[config.mk]
export PLATFORM = sky130hd
export DESIGN_NAME = uart_rx
export DESIGN_NICKNAME = d
export VERILOG_FILES = /design/src/rtl/uart_rx.sv
export SDC_FILE = /design/constraint.sdc
export NUM_CORES = 1
export LEC_CHECK = 0
export CORE_ASPECT_RATIO = 1.5
export CORE_MARGIN = 2
export CORE_UTILIZATION = 55
export CTS_CLUSTER_DIAMETER = 200
export DETAILED_ROUTE_END_ITERATION = 7
export GPL_ROUTABILITY_DRIVEN = 0
export PLACE_DENSITY = 0.82
export RECOVER_POWER = 100
export SLEW_MARGIN = 20
export SYNTH_ARGS = -nofsm -noshare
export SYNTH_HDL_FRONTEND = slang
export SYNTH_SLANG_ARGS = --single-unit
[constraint.sdc]
create_clock -name CLK -period 2.5 [get_ports CLK]
set_input_delay 0.375 -clock CLK [delete_from_list [all_inputs] [get_ports CLK]]
set_output_delay 0.375 -clock CLK [all_outputs]
set_load 0.005 [all_outputs]
[src/rtl/uart_rx.sv]
// UART receiver: 2-flop synchronized RXD, OSR-times oversampling with mid-bit sampling,
// sticky ready/overrun flags and a per-frame framing-error flag.
//
// state    | meaning
// ---------+----------------------------------------------------------
// ST_IDLE  | line idle, waiting for rx_s low on a sample tick
// ST_START | qualifying the start bit at its midpoint
// ST_DATA  | sampling DBITS data bits, LSB first, once per bit period
// ST_STOP  | sampling the stop bit, then reporting the frame
module uart_rx #(
   parameter int OSR   = 16,
   parameter int DBITS = 8
) (
   input  logic             CLK,
   input  logic             RST,
   input  logic             BDSAM,
   input  logic             RXD,
   output logic [DBITS-1:0] DATA,
   output logic             DVALID,
   output logic             RDY,
   input  logic             RD_ACK,
   output logic             OVR,
   output logic             FERR,
   output logic             BUSY
);

   localparam int TW = $clog2(OSR);

   localparam logic [1:0] ST_IDLE  = 2'd0;
   localparam logic [1:0] ST_START = 2'd1;
   localparam logic [1:0] ST_DATA  = 2'd2;
   localparam logic [1:0] ST_STOP  = 2'd3;

   localparam logic [TW-1:0] TICK_HALF = TW'(OSR / 2 - 1);
   localparam logic [TW-1:0] TICK_LAST = TW'(OSR - 1);
   localparam logic [2:0]    BIT_LAST  = 3'(DBITS - 1);

   logic             sync1_q, sync1_d;
   logic             rx_s_q, rx_s_d;
   logic [1:0]       state_q, state_d;
   logic [TW-1:0]    tick_q, tick_d;
   logic [2:0]       bit_q, bit_d;
   logic [DBITS-1:0] shift_q, shift_d;
   logic [DBITS-1:0] data_q, data_d;
   logic             dvalid_q, dvalid_d;
   logic             rdy_q, rdy_d;
   logic             ovr_q, ovr_d;
   logic             ferr_q, ferr_d;
   logic             stop_good, stop_bad;

   always_comb begin
      sync1_d   = RXD;
      rx_s_d    = sync1_q;
      state_d   = state_q;
      tick_d    = tick_q;
      bit_d     = bit_q;
      shift_d   = shift_q;
      stop_good = 1'b0;
      stop_bad  = 1'b0;

      if (BDSAM) begin
         case (state_q)
            ST_IDLE: begin
               if (!rx_s_q) begin
                  state_d = ST_START;
                  tick_d  = '0;
               end
            end
            ST_START: begin
               if (tick_q == TICK_HALF) begin
                  tick_d = '0;
                  if (rx_s_q) begin
                     state_d = ST_IDLE;
                  end else begin
                     state_d = ST_DATA;
                     bit_d   = '0;
                  end
               end else begin
                  tick_d = tick_q + 1'b1;
               end
            end
            ST_DATA: begin
               if (tick_q == TICK_LAST) begin
                  shift_d = {rx_s_q, shift_q[DBITS-1:1]};
                  tick_d  = '0;
                  if (bit_q == BIT_LAST) begin
                     state_d = ST_STOP;
                  end else begin
                     bit_d = bit_q + 3'd1;
                  end
               end else begin
                  tick_d = tick_q + 1'b1;
               end
            end
            ST_STOP: begin
               if (tick_q == TICK_LAST) begin
                  state_d   = ST_IDLE;
                  tick_d    = '0;
                  stop_good = rx_s_q;
                  stop_bad  = !rx_s_q;
               end else begin
                  tick_d = tick_q + 1'b1;
               end
            end
            default: state_d = ST_IDLE;
         endcase
      end
   end

   // A good frame that lands together with RD_ACK leaves RDY set and OVR clear.
   always_comb begin
      data_d   = data_q;
      dvalid_d = stop_good;
      rdy_d    = rdy_q;
      ovr_d    = ovr_q;
      ferr_d   = ferr_q;

      if (RD_ACK) begin
         rdy_d = 1'b0;
         ovr_d = 1'b0;
      end
      if (stop_good) begin
         data_d = shift_q;
         rdy_d  = 1'b1;
         ferr_d = 1'b0;
         if (rdy_q && !RD_ACK) begin
            ovr_d = 1'b1;
         end
      end
      if (stop_bad) begin
         ferr_d = 1'b1;
      end
   end

   always_ff @(posedge CLK) begin
      if (RST) begin
         sync1_q  <= 1'b1;
         rx_s_q   <= 1'b1;
         state_q  <= ST_IDLE;
         tick_q   <= '0;
         bit_q    <= '0;
         shift_q  <= '0;
         data_q   <= '0;
         dvalid_q <= 1'b0;
         rdy_q    <= 1'b0;
         ovr_q    <= 1'b0;
         ferr_q   <= 1'b0;
      end else begin
         sync1_q  <= sync1_d;
         rx_s_q   <= rx_s_d;
         state_q  <= state_d;
         tick_q   <= tick_d;
         bit_q    <= bit_d;
         shift_q  <= shift_d;
         data_q   <= data_d;
         dvalid_q <= dvalid_d;
         rdy_q    <= rdy_d;
         ovr_q    <= ovr_d;
         ferr_q   <= ferr_d;
      end
   end

   assign DATA   = data_q;
   assign DVALID = dvalid_q;
   assign RDY    = rdy_q;
   assign OVR    = ovr_q;
   assign FERR   = ferr_q;
   assign BUSY   = (state_q != ST_IDLE);

endmodule

==> metrics.cfg <==
[status]
outcome = complete, no violations

[clocking]
cts_sinks = 31
cts_tree = built
post_cts_resized = 0
cts_hold_buf = 0
cts_setup_buffers = 0
path_clk_slew_ps = 90
numCtsBuffers = 5
cts_buffer_depth = 2
clkLatencyLatePin_ps = 320
htreeDepth = 2
root_buffer = clkbuf_4

[logic_synthesis]
ys.warnings.count = 0
yosysMostFrequentCell = dfxtp_1
synth_area_leaders = dfxtp_1 47%, mux2i_1 6.8%, nand2_1 5.4%
synth_fp_nets = 151
ys_async_sr_fraction = 0
synth-seq-cells = 31
ys_seq_area_frac = 0.471
netlist_area_um2 = 1320
synth_flop_cell = dfxtp_1
synth_top_area_frac = 0.471
synth_edf_count = 0
synthTopCellsByCount = 31 x dfxtp_1, 19 x nand2_1, 17 x nor2_1
avgSynthCellArea_um2 = 9.22
synth_top_cell_by_area = dfxtp_1
syn_inst = 143
ys_types = 37

[timing]
rsz0062_at_grt = false
report.final.setup_viol = 0
max_freq_mhz = 462
max-slew-margin-rel = 0.191
drv_slew = 0
final-hold-violation-count = 0
fin_crit_sh = 0.867
skew_ps = 2.55
max_slew.worst_pin.slew_ps = 1210
finalWorstPathRequiredPeriod_ps = 2170
tns_ps = 0

[grt]
antenna_found_initial = 0
grt_max_degree = 30
first_global_vias = 1009
grt_pass1_wl_mm = 4.29
track_usage = 0.205
overflow = 0

[detailed_routing]
routed_wl_mm = 2.45
drtIter0Drc = 12
drc = 0
drtAntennaViolNets = 0
vias = 1011
wl_per_cell_um = 13.4
dr.pass1.iters = 4
routed_via_density = 5.55

[critical_path]
cp-start-kind = flip-flop
arrival_ps = 1790
end_kind = output port
r2r_end = OVR$_SDFF_PP0_
crit_fanout = 10
r2r_cells = 5
critPathCapture = BUSY
reg2reg_setup_slack_ps = 680
cp.required_ps = 2120
worstSetupPathType = reg2out
r2r-start = tick_q[0]$_SDFFE_PP0P_

[place]
io_buffer_count = 17
dp_hpwl_mm = 1.68

[floorplanning]
start_util = 0.584
dieArea_um2 = 2810
die_w_um = 44.0
rows = 21
core_um2 = 2260
io_pins = 18
die_height_um = 64.0

[final_layout]
antenna_cells = 0
drive_gt1_frac = 0.0943
area_delta_synth_final_pct = 14.6
finalNetCount = 167

[power_and_ir_drop]
total_power_mw = 0.816
ir_drop_mv = 0.624
p_comb_frac = 0.033
clock_power_share = 0.356
p_seq_frac = 0.611
netSwitchingFraction = 0.219
p_int_mw = 0.637
powerDensity_nw_per_um2 = 540
p_leak_nw = 0.576
power.switching_mw = 0.178

[worst_hold_path]
hp-class = reg2reg

[flow_run]
maxCapViolCount = 0

layout by cell type, fill, tap and decap left out, types with 2 or more instances in the layout:
cell,netlist,routed
a21oi_1,12,12
a22oi_1,2,2
a31oi_1,2,2
a32oi_1,4,4
clkbuf_4,0,5
clkdlybuf4s50_1,0,4
dfxtp_1,31,31
dlygate4sd3_1,0,13
ha_1,3,3
inv_1,4,4
mux2i_1,9,9
nand2_1,19,19
nand2b_1,3,3
nand3_1,2,2
nor2_1,17,17
nor2b_1,3,3
o21ai_0,2,2
o32ai_1,2,2
or2_0,0,2
or2_2,2,2
layer usage:
metal | share of wire | wire [µm] | track usage | vias to the layer above
met2 | 0.51 | 1250 | 0.342 | 24
met3 | 0.052 | 128 | 0.0847 | 6
met1 | 0.42 | 1030 | 0.220 | 463
met4 | 0.017 | 41 | 0.0871 | 0
li1 | - | - | - | 518
met5 | 0 | 0 | 0 | -
cell type report:
type                    instances  area [µm²]
inverters                       4        15.0
multi-input cells              99         617
flip-flops and latches         31         621
clock buffers                   6        51.3
well taps                      23        28.8
clock inverters                 1        5.00
fillers                       179         748
repair buffers                 18         174
how the worst min path moves through the flow:
stage                      startpoint           endpoint  slack (ps)  cells past startpoint
floorplan           rx_s_d$_SDFF_PP1_  rx_s_q$_SDFF_PP1_         390                      1
global placement    rx_s_d$_SDFF_PP1_  rx_s_q$_SDFF_PP1_         390                      1
detailed placement  rx_s_d$_SDFF_PP1_  rx_s_q$_SDFF_PP1_         400                      1
CTS                 rx_s_d$_SDFF_PP1_  rx_s_q$_SDFF_PP1_         420                      1
global route        rx_s_d$_SDFF_PP1_  rx_s_q$_SDFF_PP1_         430                      1
finish              rx_s_d$_SDFF_PP1_  rx_s_q$_SDFF_PP1_         420                      1
power by group through the flow:
stage	clock (mW)	combinational, mW	sequential, mW
floorplan	0	0.0154	0.509
global placement	0	0.0272	0.510
detailed placement	0	0.0281	0.510
CTS	0.299	0.0282	0.499
global route	0.327	0.0300	0.499
finish	0.290	0.0270	0.499
per-stage QoR:
stage	util	std cells	hold slack [ps]	worst slack (ps)	instance area, µm²
2_1_floorplan	-	143	389	956	1320
3_3_place_gp	0.646	175	393	532	1460
3_5_place_dp	0.646	175	403	476	1460
4_1_cts	0.671	182	425	444	1520
5_1_grt	0.669	182	433	209	1510
6_report	0.669	182	420	333	1510
sequential cells by signal (all words and copies together), names as in the netlist, named ones only:
signal / flops
RDY: 1
rx_s_d: 1
rx_s_q: 1
DVALID: 1
DATA: 8
bit_q: 3
OVR: 1
state_q: 1
tick_q: 4
shift_q: 8
FERR: 1
cells by family (layout without fill, tap and decap cells):
| logic type | after synthesis | after routing | synth area share |
|---|---|---|---|
| compound gates | 25 | 25 | 0.120 |
| mux | 10 | 10 | 0.0769 |
| buf+inv | 13 | 29 | 0.0617 |
| xor+xnor | 1 | 1 | 0.00664 |
| simple gates | 60 | 60 | 0.235 |
| fa+ha+maj | 3 | 3 | 0.0285 |
| flops | 31 | 31 | 0.471 |
worst max-delay path, cell delays in order (launching register included):
cell             delay, ps
dfxtp_1                540
or2_0                  360
clkdlybuf4s50_1        570
(Power assumes the default switching activity.)
